**config.mk**
```make
export PLATFORM = sky130hd
export DESIGN_NAME = pwm_fade_ch_flat
export DESIGN_NICKNAME = d
export VERILOG_FILES = /design/src/rtl/pwm_fade_ch_if.sv /design/src/rtl/pwm_fade_ch.sv /design/src/flat_wrapper.sv
export SDC_FILE = /design/constraint.sdc
export NUM_CORES = 1
export LEC_CHECK = 0
export CAP_MARGIN = 20
export CORE_ASPECT_RATIO = 1.25
export CORE_MARGIN = 5
export CORE_UTILIZATION = 57
export DETAILED_ROUTE_END_ITERATION = 16
export GPL_TIMING_DRIVEN = 0
export PLACE_DENSITY = 0.85
export SETUP_SLACK_MARGIN = 0.3
export SYNTH_ARGS = -nofsm -noshare
export SYNTH_HDL_FRONTEND = slang
export SYNTH_SLANG_ARGS = --single-unit
```
**constraint.sdc**
```tcl
create_clock -name clk -period 2.85 [get_ports clk]
set_input_delay 0.57 -clock clk [delete_from_list [all_inputs] [get_ports clk]]
set_output_delay 0.57 -clock clk [all_outputs]
set_load 0.01 [all_outputs]
```
**src/rtl/pwm_fade_ch_if.sv**
```systemverilog
// Configuration and output bundle for pwm_fade_ch.
//
// Signals:
//   wr_en     write strobe for one channel configuration
//   wr_ch     target channel index
//   wr_duty   duty value (static) or fade ceiling (breathe)
//   wr_mode   0 = static duty, 1 = breathe (triangle fade)
//   wr_ready  write accepted this cycle when high
//   led       registered PWM outputs, bit i = channel i
//
// Modports: master drives the write side, slave is the PWM block.
interface pwm_fade_ch_if #(
  parameter int unsigned WIDTH    = 8,
  parameter int unsigned CHANNELS = 4
);
  localparam int unsigned CH_W = (CHANNELS > 1) ? $clog2(CHANNELS) : 1;

  logic                wr_en;
  logic [CH_W-1:0]     wr_ch;
  logic [WIDTH-1:0]    wr_duty;
  logic                wr_mode;
  logic                wr_ready;
  logic [CHANNELS-1:0] led;

  modport master (
    output wr_en,
    output wr_ch,
    output wr_duty,
    output wr_mode,
    input  wr_ready,
    input  led
  );

  modport slave (
    input  wr_en,
    input  wr_ch,
    input  wr_duty,
    input  wr_mode,
    output wr_ready,
    output led
  );
endinterface

```
**src/rtl/pwm_fade_ch.sv**
```systemverilog
// Multi-channel PWM generator with optional triangle "breathe" fade per channel.
//
// A shared period counter runs 0..PERIOD-1 (PERIOD = 2^WIDTH - 1). Each channel
// compares it against an active duty (act) to produce a registered output.
// Writes land in a shadow register (shd) and only reach act on the period
// boundary, so the waveform of the period in flight is never disturbed.
// In breathe mode act walks up to shd and back down to 0, one step every
// STEP_DIV periods.
//
// Ports:
//   clk  sole clock, rising edge
//   rst  asynchronous, active-high reset
//   bus  pwm_fade_ch_if.slave: wr_en/wr_ch/wr_duty/wr_mode in, wr_ready/led out
module pwm_fade_ch #(
  parameter int unsigned WIDTH    = 8,
  parameter int unsigned CHANNELS = 4,
  parameter int unsigned STEP_DIV = 16
) (
  input logic          clk,
  input logic          rst,
  pwm_fade_ch_if.slave bus
);

  localparam int unsigned PERIOD = (1 << WIDTH) - 1;
  localparam int unsigned PD_W   = (STEP_DIV > 1) ? $clog2(STEP_DIV) : 1;

  localparam logic [WIDTH-1:0] CntLast  = WIDTH'(PERIOD - 1);
  localparam logic [PD_W-1:0]  PdivLast = PD_W'(STEP_DIV - 1);

  typedef enum logic {
    ModeStatic  = 1'b0,
    ModeBreathe = 1'b1
  } mode_e;

  typedef enum logic {
    DirUp   = 1'b0,
    DirDown = 1'b1
  } dir_e;

  // Shared timing
  logic [WIDTH-1:0] cnt_q, cnt_d;
  logic [PD_W-1:0]  pdiv_q, pdiv_d;

  // Per-channel state
  logic [WIDTH-1:0] act_q  [CHANNELS];
  logic [WIDTH-1:0] act_d  [CHANNELS];
  logic [WIDTH-1:0] shd_q  [CHANNELS];
  logic [WIDTH-1:0] shd_d  [CHANNELS];
  mode_e            mode_q [CHANNELS];
  mode_e            mode_d [CHANNELS];
  dir_e             dir_q  [CHANNELS];
  dir_e             dir_d  [CHANNELS];

  logic [CHANNELS-1:0] led_q, led_d;

  logic        boundary;
  logic        tick;
  logic        wr_ready;
  logic        wr_accept;
  int unsigned wr_ch_idx;
  mode_e       wr_mode_e;

  // Shared period counter and step divider.
  always_comb begin
    boundary = (cnt_q == CntLast);
    tick     = boundary && (pdiv_q == PdivLast);
    cnt_d    = boundary ? '0 : cnt_q + 1'b1;
    pdiv_d   = pdiv_q;
    if (boundary) begin
      pdiv_d = (pdiv_q == PdivLast) ? '0 : pdiv_q + 1'b1;
    end
  end

  // Writes are refused on the last count so a shadow update can never race
  // the boundary transfer into act.
  always_comb begin
    wr_ready  = !boundary;
    wr_ch_idx = 32'(bus.wr_ch);
    wr_mode_e = mode_e'(bus.wr_mode);
    wr_accept = bus.wr_en && wr_ready && (wr_ch_idx < CHANNELS);
  end

  // Per-channel next state.
  always_comb begin
    for (int unsigned i = 0; i < CHANNELS; i++) begin
      shd_d[i]  = shd_q[i];
      mode_d[i] = mode_q[i];
      dir_d[i]  = dir_q[i];
      act_d[i]  = act_q[i];
      led_d[i]  = (cnt_q < act_q[i]);

      if (wr_accept && (wr_ch_idx == i)) begin
        shd_d[i]  = bus.wr_duty;
        mode_d[i] = wr_mode_e;
        // Switching mode restarts the fade on an upward ramp.
        if (wr_mode_e != mode_q[i]) begin
          dir_d[i] = DirUp;
        end
      end

      // Writes never coincide with the boundary, so these assignments do not
      // collide with the write path above.
      if (boundary) begin
        if (mode_q[i] == ModeStatic) begin
          act_d[i] = shd_q[i];
        end else if (tick) begin
          if (dir_q[i] == DirUp) begin
            if (act_q[i] < shd_q[i]) begin
              act_d[i] = act_q[i] + 1'b1;
            end else begin
              // At or above the ceiling (ceiling may have been lowered).
              dir_d[i] = DirDown;
              act_d[i] = (shd_q[i] != '0) ? shd_q[i] - 1'b1 : '0;
            end
          end else begin
            if (act_q[i] != '0) begin
              act_d[i] = act_q[i] - 1'b1;
            end else begin
              dir_d[i] = DirUp;
              act_d[i] = (shd_q[i] != '0) ? WIDTH'(1) : '0;
            end
          end
        end
      end
    end
  end

  always_ff @(posedge clk or posedge rst) begin
    if (rst) begin
      cnt_q  <= '0;
      pdiv_q <= '0;
      led_q  <= '0;
      for (int i = 0; i < int'(CHANNELS); i++) begin
        act_q[i]  <= '0;
        shd_q[i]  <= '0;
        mode_q[i] <= ModeStatic;
        dir_q[i]  <= DirUp;
      end
    end else begin
      cnt_q  <= cnt_d;
      pdiv_q <= pdiv_d;
      led_q  <= led_d;
      for (int i = 0; i < int'(CHANNELS); i++) begin
        act_q[i]  <= act_d[i];
        shd_q[i]  <= shd_d[i];
        mode_q[i] <= mode_d[i];
        dir_q[i]  <= dir_d[i];
      end
    end
  end

  assign bus.wr_ready = wr_ready;
  assign bus.led      = led_q;

endmodule

```
**src/flat_wrapper.sv**
```systemverilog
// flat-port wrapper written by rule: the top's interface ports become plain ports
module pwm_fade_ch_flat 
#(
  parameter int unsigned WIDTH    = 8,
  parameter int unsigned CHANNELS = 4,
  parameter int unsigned STEP_DIV = 16
)
  (clk, rst, bus_wr_en, bus_wr_ch, bus_wr_duty, bus_wr_mode, bus_wr_ready, bus_led);
  pwm_fade_ch_if #(.WIDTH(WIDTH), .CHANNELS(CHANNELS)) bus_i ();
  input logic clk;
  input logic rst;
  input wire logic [$bits(bus_i.wr_en)-1:0] bus_wr_en;
  input wire logic [$bits(bus_i.wr_ch)-1:0] bus_wr_ch;
  input wire logic [$bits(bus_i.wr_duty)-1:0] bus_wr_duty;
  input wire logic [$bits(bus_i.wr_mode)-1:0] bus_wr_mode;
  output wire logic [$bits(bus_i.wr_ready)-1:0] bus_wr_ready;
  output wire logic [$bits(bus_i.led)-1:0] bus_led;
  assign bus_i.wr_en = bus_wr_en;
  assign bus_i.wr_ch = bus_wr_ch;
  assign bus_i.wr_duty = bus_wr_duty;
  assign bus_i.wr_mode = bus_wr_mode;
  assign bus_wr_ready = bus_i.wr_ready;
  assign bus_led = bus_i.led;
  pwm_fade_ch #(.WIDTH(WIDTH), .CHANNELS(CHANNELS), .STEP_DIV(STEP_DIV)) u_core (.clk(clk), .rst(rst), .bus(bus_i));
endmodule
```
==> out/qor.csv <==
metric;value;unit
syn_to_final_growth;13.0;%
drcViolationCount;0;
tns;0;ps
drv_cap;0;
postSynthCellCount;831;
finalMaxSlewViolations;0;
fin_hold_ws;500;ps
worstPathArrival;2720;ps
hpwl;14200;um
gp_congestion;0.991;
cp.required;3080;ps
rsz0062_at_grt;true;
clock_sinks;88;
synth_cell_types;64;
postRouteAntennaNets;0;
routed_via_density;6.51;
finalCritPeriodShare;87.2;%
firstDrtPassIters;6;
synth_ff_type;dfrtp_1;
hold_violations;0;
fin_nets;968;
leakage;0.00356;uW
clockBufferDepth;2;
worstSetupPathType;reg2reg;
via_count;6818;
r2r_start;u_core.shd_q[17]$_DFFE_PP0N_;
fp.dieW;111;um
clk_pin_slew;70;ps
worstPathCellList;inv_2 > ha_1 > a21o_1 > a211o_1 > a211oi_4 > buf_4 > nor4_1 > a311o_1 > a32o_1;
io_pins;19;
grt_pass1_vias;6495;
overflow;0;
synth.yosys.seq_area_share;30.4;%
status;complete, no violations;
cts_root_buf;clkbuf_16;
ys_warn_count;0;
setup_viol;0;
min-delay-path-class;in2async;
ir_worst_vdd;0.000303;V
cts_max_level;3;
drive_gt1_share;11.9;%
synth-seq-cells;88;
worstMarginPinSlew;843;ps
drt_wl_total;20100;um
num_rows;46;
fp.dieH;136;um
critPathMaxFanout;4;
crit_slowest_cell;dfrtp_1;
period_needed;2480;ps
async_reset_ff_share;100;%
p_per_area;433;nW/um^2
slew_headroom;43.3;%
initial_core_util;57.5;%
synth_nets;924;
die-area;15100;um^2
cp-end-kind;register;
critPathLaunch;u_core.shd_q[17]$_DFFE_PP0N_;
grt_util_all_layers;26.9;%
coreArea;12600;um^2
antenna_cells;0;
start_kind;register;
cts_tree;built;
crit_buf_inv;2;
skew;12.2;ps
clkLatencyLatePin;350;ps
syn_area;7240;um^2
cts_buffers;9;
synth_enable_flop_cells;0;
grt_pass1_wl;32800;um
antenna_found_initial;0;
grt_start_max_net_pins;43;
cp_top_family;compound AO/OA/AOI/OAI gates;
port_buffers;17;
fmax;403;MHz
wl_per_cell;19.2;um
drt_iter0_markers;727;
cp_slowest_stage_delay;410;ps
fill_cells;997;
postSynthAreaPerCell;8.72;um^2
synthesized netlist by cell type (6+ instances only):
cell | n | area (um^2)
o22ai_1 | 9 | 56.3
dfrtp_1 | 88 | 2200
nor3_1 | 35 | 175
nor4_1 | 8 | 50.1
a211oi_1 | 7 | 52.6
nand3_1 | 32 | 160
nor2_1 | 57 | 214
and3_1 | 8 | 50.1
inv_1 | 74 | 278
o21a_1 | 8 | 60.1
o211ai_1 | 7 | 52.6
o221ai_1 | 13 | 114
o31ai_1 | 7 | 52.6
a21o_1 | 6 | 45.0
nand2b_1 | 8 | 50.1
mux2i_1 | 19 | 190
mux2_2 | 30 | 338
o21ai_0 | 56 | 280
a31oi_1 | 7 | 43.8
clkbuf_1 | 24 | 90.1
nand4_1 | 11 | 68.8
a21oi_1 | 37 | 185
xnor2_1 | 46 | 403
nand2_1 | 62 | 233
ha_1 | 79 | 988
o221a_2 | 8 | 90.1
metal layers:
layer | GRT usage (%) | up-vias | routed length [um]
met5 | 0 | - | 0
met4 | 14.4 | 0 | 914
met3 | 3.52 | 84 | 1220
met2 | 45.6 | 326 | 9830
met1 | 33.3 | 3260 | 8140
li1 | - | 3148 | -
placed cells by master, fill, tap and decap left out, types with 8 or more instances in the layout:
cell type and count:
dfrtp_1 81, ha_1 79, inv_1 70, nand2_1 62, o21ai_0 56, nor2_1 55, xnor2_1 46, a21oi_1 37
nor3_1 33, nand3_1 31, mux2_2 30, clkbuf_1 21, mux2i_1 19, clkdlybuf4s50_1 16, o221ai_1 13, buf_4 13
nand4_1 11, o22ai_1 9, clkbuf_16 9, o21a_1 8, nor4_1 8, nand2b_1 8, o221a_2 8, and3_1 8
path summary, 6_finish.rpt:
| path | endpoint | slack (ps) | cells after the start |
|---|---|---|---|
| hold reg to reg | u_core.shd_q[19]$_DFFE_PP0N_ | 530 | 1 |
| setup reg to reg | u_core.act_q[17]$_DFFE_PP0P_ | 370 | 9 |
| min in group clk | u_core.shd_q[19]$_DFFE_PP0N_ | 530 | 1 |
| max in group asynchronous | u_core.act_q[17]$_DFFE_PP0P_ | 1830 | 3 |
| hold / removal | u_core.act_q[4]$_DFFE_PP0P_ | 500 | 2 |
| setup / recovery | u_core.act_q[17]$_DFFE_PP0P_ | 370 | 9 |
power breakdown:
group | internal, uW | switching (uW)
registers | 1350 | 135
clock network | 733 | 530
logic | 330 | 462
worst register-to-register path: cells and delay by family, from the launching register on:
| family | cells | cell delay (ps) |
|---|---|---|
| adders and majority gates | 1 | 300 |
| buffers and inverters | 2 | 250 |
| AOI/OAI and AO/OA | 5 | 1360 |
| and+or+nand+nor | 1 | 60 |
| DFF | 1 | 410 |
what timing repair did:
action / 4_1_cts / 5_1_grt
setup endpoints to repair: 36 / 31
hold buffers: 0 / 0
gates cloned: 0 / 0
gates resized for setup: 17 / 24
pin swaps: 1 / 9
endpoints found under the hold margin: 0 / 0
buffers inserted: 5 / 9
layout make-up:
| cell class | instances | area [um^2] | share of cell area [%] |
|---|---|---|---|
| tap | 168 | 210 | 2.57 |
| buffer | 30 | 130 | 1.59 |
| timing repair buffer | 33 | 314 | 3.84 |
| clock buffer | 11 | 253 | 3.09 |
| sequential | 88 | 2210 | 27.0 |
| multi-input combinational | 639 | 4720 | 57.7 |
| clock inverter | 5 | 62.6 | 0.765 |
| inverter | 74 | 284 | 3.47 |
sequential cells by signal (all words and copies together) (netlist names):
register,cells
u_core.cnt_q,8
u_core.pdiv_q,4
u_core.act_q,32
u_core.shd_q,32
u_core.bus.led,4
u_core.mode_q,4
u_core.dir_q,4
cells by family (layout without fill, tap and decap cells):
group	count (synthesis)	count (layout)	synth area share [%]
and+or+nand+nor	243	243	16.2
AOI/OAI and AO/OA	217	217	20.9
buffers and inverters	104	153	5.44
DFF	88	88	30.4
adders and majority gates	79	79	13.6
xor gates and xnor gates	51	51	6.17
muxes	49	49	7.29
stage by stage:
stage	power, uW	std cells	setup slack (ps)	instance area, um^2	utilization, %
floorplan	2010	831	525	7250	-
global placement	2200	1016	-238	7630	60.5
detailed placement	2230	1018	-265	7670	60.8
CTS	3500	1039	220	8060	63.9
global route	3700	1048	232	8180	64.9
finish	3540	1048	366	8180	64.9
No activity file was read; power rests on OpenSTA's default activity.
